### config.mk
export PLATFORM = sky130hd
export DESIGN_NAME = imem_fetch_unit
export DESIGN_NICKNAME = d
export VERILOG_FILES = /design/src/rtl/mips_pkg.sv /design/src/rtl/next_pc_calc.sv /design/src/rtl/imem_fetch_unit.sv
export SDC_FILE = /design/constraint.sdc
export NUM_CORES = 1
export LEC_CHECK = 0
export ABC_AREA = 1
export ABC_CLOCK_PERIOD_IN_PS = 7200
export BUFFER_PORTS_ARGS = -buffer_cell sky130_fd_sc_hd__buf_2
export CAP_MARGIN = 20
export CELL_PAD_IN_SITES_DETAIL_PLACEMENT = 0
export CELL_PAD_IN_SITES_GLOBAL_PLACEMENT = 1
export CORE_MARGIN = 2
export CORE_UTILIZATION = 41
export CTS_BUF_LIST = sky130_fd_sc_hd__clkbuf_8
export CTS_CLUSTER_DIAMETER = 150
export DETAILED_ROUTE_END_ITERATION = 7
export PLACE_DENSITY = 0.88
export SLEW_MARGIN = 20
export SYNTH_ARGS = -nofsm -noshare
export SYNTH_HDL_FRONTEND = slang
export SYNTH_HIERARCHICAL = 1
export SYNTH_SLANG_ARGS = --single-unit
### constraint.sdc
create_clock -name i_clk -period 7.2 [get_ports i_clk]
set_clock_uncertainty 0.1 [all_clocks]
set_input_delay 0.72 -clock i_clk [delete_from_list [all_inputs] [get_ports i_clk]]
set_output_delay 0.72 -clock i_clk [all_outputs]
set_load 0.1 [all_outputs]
### src/rtl/mips_pkg.sv
// Shared MIPS definitions: opcode constants, fetch FSM encoding and default reset PC.
package mips_pkg;

  localparam logic [5:0] OP_RTYPE = 6'b000000;
  localparam logic [5:0] OP_LW    = 6'b100011;
  localparam logic [5:0] OP_SW    = 6'b101011;
  localparam logic [5:0] OP_BEQ   = 6'b000100;
  localparam logic [5:0] OP_ADDI  = 6'b001000;
  localparam logic [5:0] OP_J     = 6'b000010;

  typedef enum logic [1:0] {
    FS_IDLE  = 2'd0,
    FS_REQ   = 2'd1,
    FS_ISSUE = 2'd2
  } fetch_state_e;

  localparam logic [31:0] DEFAULT_RESET_PC = 32'h0000_0000;

endpackage

### src/rtl/next_pc_calc.sv
// Next-PC selection for the fetch unit: sequential, taken branch or jump target.
module next_pc_calc (
  input  logic [31:0] pc,
  input  logic [31:0] instr,
  input  logic        i_branch,
  input  logic        i_jump,
  input  logic        i_zero,
  output logic [31:0] pc_plus4,
  output logic [31:0] next_pc
);

  logic [31:0] br_off;
  logic [31:0] target;
  logic        unused_bits;

  assign pc_plus4 = pc + 32'd4;
  assign br_off   = {{14{instr[15]}}, instr[15:0], 2'b00};

  always_comb begin
    target = pc_plus4;
    // An X control from an illegal opcode evaluates false here and falls through to pc_plus4.
    if (i_jump) begin
      target = {pc_plus4[31:28], instr[25:0], 2'b00};
    end else if (i_branch && i_zero) begin
      target = pc_plus4 + br_off;
    end
  end

  assign next_pc     = {target[31:2], 2'b00};
  assign unused_bits = ^{instr[31:26], target[1:0]};

endmodule

### src/rtl/imem_fetch_unit.sv
// Instruction fetch stage: PC register, imem req/ack handshake and instruction register.
// Define FETCH_PERF_CNT_EN to add retire and memory-wait counters.
module imem_fetch_unit
  import mips_pkg::*;
#(
  parameter logic [31:0] RESET_PC = DEFAULT_RESET_PC
) (
  input  logic        i_clk,
  input  logic        i_rst_n,
  output logic        o_imem_req,
  output logic [31:0] o_imem_addr,
  input  logic        i_imem_ack,
  input  logic [31:0] i_imem_rdata,
  output logic [31:0] o_instr,
  output logic [5:0]  o_op,
  output logic        o_instr_valid,
  input  logic        i_instr_ready,
  input  logic        i_branch,
  input  logic        i_jump,
  input  logic        i_zero,
  output logic [31:0] o_pc,
`ifdef FETCH_PERF_CNT_EN
  output logic [31:0] o_retire_cnt,
  output logic [31:0] o_wait_cnt,
`endif
  output logic [31:0] o_pc_plus4
);

  fetch_state_e state_q, state_d;
  logic [31:0]  pc_q, instr_q;
  logic [31:0]  next_pc, pc_plus4;
  logic         capture, retire;

  next_pc_calc u_next_pc_calc (
    .pc       (pc_q),
    .instr    (instr_q),
    .i_branch (i_branch),
    .i_jump   (i_jump),
    .i_zero   (i_zero),
    .pc_plus4 (pc_plus4),
    .next_pc  (next_pc)
  );

  always_comb begin
    state_d = state_q;
    capture = 1'b0;
    retire  = 1'b0;
    unique case (state_q)
      FS_IDLE: state_d = FS_REQ;
      FS_REQ: begin
        if (i_imem_ack) begin
          state_d = FS_ISSUE;
          capture = 1'b1;
        end
      end
      FS_ISSUE: begin
        if (i_instr_ready) begin
          state_d = FS_REQ;
          retire  = 1'b1;
        end
      end
      default: state_d = FS_IDLE;
    endcase
  end

  always_ff @(posedge i_clk or negedge i_rst_n) begin
    if (!i_rst_n) begin
      state_q <= FS_IDLE;
      pc_q    <= {RESET_PC[31:2], 2'b00};
      instr_q <= 32'd0;
    end else begin
      state_q <= state_d;
      if (capture) instr_q <= i_imem_rdata;
      if (retire)  pc_q    <= next_pc;
    end
  end

  assign o_imem_req    = (state_q == FS_REQ);
  assign o_instr_valid = (state_q == FS_ISSUE);
  assign o_imem_addr   = pc_q;
  assign o_pc          = pc_q;
  assign o_pc_plus4    = pc_plus4;
  assign o_instr       = instr_q;
  assign o_op          = instr_q[31:26];

`ifdef FETCH_PERF_CNT_EN
  logic [31:0] retire_cnt_q, wait_cnt_q;
  logic        mem_wait;

  assign mem_wait = (state_q == FS_REQ) && !i_imem_ack;

  always_ff @(posedge i_clk or negedge i_rst_n) begin
    if (!i_rst_n) begin
      retire_cnt_q <= 32'd0;
      wait_cnt_q   <= 32'd0;
    end else begin
      if (retire)   retire_cnt_q <= retire_cnt_q + 32'd1;
      if (mem_wait) wait_cnt_q   <= wait_cnt_q + 32'd1;
    end
  end

  assign o_retire_cnt = retire_cnt_q;
  assign o_wait_cnt   = wait_cnt_q;
`endif

endmodule
==> impl_metrics.env <==
export IMPL_status="completed"
export IMPL_wl_per_cell_um=17.2
export IMPL_fmax_mhz=260
export IMPL_r2r_start="o_imem_addr[2]"
export IMPL_syn_to_final_growth_pct=12.3
export IMPL_cts_max_level=3
export IMPL_r2r_cells=19
export IMPL_grt_total_usage_pct=27.3
export IMPL_netlist_top_cells_count="nand2_1, inv_1, nor2_1"
export IMPL_path_depth=19
export IMPL_viasPerCell=5.25
export IMPL_worstPathRequired_ns=7.36
export IMPL_antenna_found_initial=1
export IMPL_gp_congestion=0.991
export IMPL_yosysWarningCount=6
export IMPL_path_class="reg2reg"
export IMPL_coreArea_mm2=0.0160
export IMPL_num_rows=46
export IMPL_yosys_area_top_type="dfrtp_1"
export IMPL_netlist_instances=1067
export IMPL_synthArstFlopShare_pct=100
export IMPL_die_x_um=132
export IMPL_synth_edff_count=0
export IMPL_die_h_um=132
export IMPL_slew_headroom_pct=35.8
export IMPL_layout_nets=1257
export IMPL_port_buffers=174
export IMPL_yosysMostFrequentCell="nand2_1"
export IMPL_grt_util_met3_pct=5.17
export IMPL_syn_area_mm2=0.00677
export IMPL_ys_flop_type="dfrtp_1"
export IMPL_rsz0062_at_grt="no"
export IMPL_synth_seq_cells=66
export IMPL_whs_path_depth=2
export IMPL_r2r_setup_slack_ns=3.36
export IMPL_finalMaxSlewViolations=0
export IMPL_start_util_pct=42.3
export IMPL_clock_sinks=66
export IMPL_pin_count=175
export IMPL_dp_cells=1386
export IMPL_path_common_cell="nand2_1"
export IMPL_clk_latency_ns=0.38
export IMPL_fin_cells=1401
export IMPL_cts_buffers=9
export IMPL_crit_path_max_incr_delay_ns=0.50
export IMPL_finalHoldViolations=0
export IMPL_synth_seq_area_share_pct=24.4
export IMPL_antenna_cells=0
export IMPL_setup_tns_ns=0
export IMPL_path_cells="ha_1 -> nand2_1 -> nor2_2 -> nand3_2 -> nor2_2 -> nand3_1 -> xnor2_2 -> ha_1 -> nand2_1 -> inv_1 -> nand2_1 -> o21ai_0 -> inv_1 -> nand3_1 -> nand3_1 -> nand2_1 -> inv_1 -> nand4_1 -> nand2_1"
export IMPL_cts_setup_buffers=0
export IMPL_cts_hold_buf=0
export IMPL_period_minus_slack_ns=3.84
export IMPL_fin_crit_sh_pct=53.4
export IMPL_end_kind="flop"
export IMPL_tritoncts="built"
export IMPL_worstHoldEndpoint="o_instr[28]"
export IMPL_grt_pass1_wl_mm=37.3
export IMPL_finalSetupViolCount=0
export IMPL_arrival_ns=4.01
export IMPL_synth_avg_cell_area_um2=6.34
export IMPL_vias=7349
export IMPL_synth_distinct_cells=39
export IMPL_grtUsageMet2_pct=44.0
export IMPL_antenna_left=0
export IMPL_path_delay_family="simple AND/OR/NAND/NOR gates"
export IMPL_synth_area_top_cells="dfrtp_1, nand2_1, inv_1, nand4_1, ha_1"
export IMPL_grt_max_degree=67
export IMPL_slowest_stage="dfrtp_1"
export IMPL_drive_above_1_share_pct=19.7
export IMPL_critPathLaunchType="flop"
export IMPL_grt_overflow=0
export IMPL_hold_path_class="reg2reg"
export IMPL_die_area_mm2=0.0176
export IMPL_crit_fanout=7
export IMPL_clk_path_buf_depth=2
export IMPL_route_detailed_drc=0
export IMPL_use_met1_pct=36.7
export IMPL_cts_root_buf="clkbuf_8"
export IMPL_place_hpwl_mm=19.0
export IMPL_ctsResizeCount=0
export IMPL_synth_top_area_share_pct=24.4
export IMPL_worstReg2RegEnd="o_imem_addr[21]"
export IMPL_worst_slew_pin_slew_ns=0.962
export IMPL_drv_cap=0
export IMPL_drt_initial_drc_count=559
export IMPL_cp_num_buf_inv=3
export IMPL_wirelength_mm=24.1
export IMPL_clkSlewWorstSetupHoldPaths_ns=0.07
export IMPL_hold_path_startpoint="o_instr[28]"
export IMPL_top_usage_layer="met2"
export IMPL_drt_first_pass_iters=5
export IMPL_grt_pass1_vias=6652
## metal layers
layer | routed length (µm) | up-vias | share of wire, %
met3 | 1770 | 35 | 7.3
met2 | 11000 | 322 | 46
met4 | 663 | 2 | 2.8
met1 | 10600 | 3357 | 44
met5 | 16 | - | 0.066
li1 | - | 3633 | -
## area by class of cell
| cell class | instances | area (µm²) |
|---|---|---|
| Inverter | 147 | 562 |
| Multi-Input combinational cell | 779 | 4030 |
| Fill cell | 1790 | 8400 |
| Sequential cell | 66 | 1650 |
| Clock buffer | 9 | 124 |
| Timing Repair Buffer | 178 | 901 |
| Clock inverter | 6 | 67.6 |
| Tap cell | 216 | 270 |
## logic make-up (layout without fill, tap and decap cells)
group,Yosys count,after routing,share of synthesized area [%]
buffers and inverters,223,340,16.2
xor gates and xnor gates,23,23,3.20
other,1,2,0.0554
and+or+nand+nor,626,626,41.8
AOI/OAI and AO/OA,91,91,7.45
adders and majority gates,37,37,6.95
DFF,66,66,24.4
## state kept, by name, summed over array words and instances (netlist names)
signal / count
o_imem_addr: 32
state_q: 2
o_instr: 32
## cells in the final DEF (no fill, tap or decap), drive strengths merged, types with 3 or more instances in the layout
| cell | count |
|---|---|
| nor2 | 86 |
| a21oi | 45 |
| a21o | 3 |
| nand4 | 75 |
| nand3 | 65 |
| xnor2 | 7 |
| o221ai | 4 |
| o22ai | 5 |
| or2 | 3 |
| o21ai | 25 |
| buf | 178 |
| nor3 | 14 |
| ha | 36 |
| xor2 | 16 |
| dfrtp | 66 |
| nand2 | 380 |
| clkbuf | 9 |
| o21bai | 5 |
| inv | 148 |
## worst max-delay path by stage
stage                              start               to  slack (ns)
final                     o_imem_addr[2]  o_imem_addr[21]        3.36
after CTS                 o_imem_addr[2]  o_imem_addr[21]        3.39
after floorplan           o_imem_addr[2]  o_imem_addr[23]        2.22
after global placement    o_imem_addr[2]  o_imem_addr[21]        3.40
after detailed placement  o_imem_addr[2]  o_imem_addr[21]        3.40
after global routing      o_imem_addr[2]  o_imem_addr[29]        2.99
## worst min-delay path: stages (launching register included)
cell,delay [ns]
dfrtp_1,0.36
nand2_1,0.06
nand2_1,0.04
## stage by stage
stage	hold WS, ns	cell area, µm²	utilization (%)	setup WS (ns)
floorplan	0.324	6770	-	2.22
global placement	0.369	7410	46.3	3.40
detailed placement	0.370	7410	46.3	3.40
CTS	0.389	7600	47.5	3.39
global route	0.425	7600	47.5	2.99
finish	0.385	7600	47.5	3.36
Power is left out: the tool's default activity adds up to more than one toggle a clock period on the data nets, which glitch-free logic cannot reach.
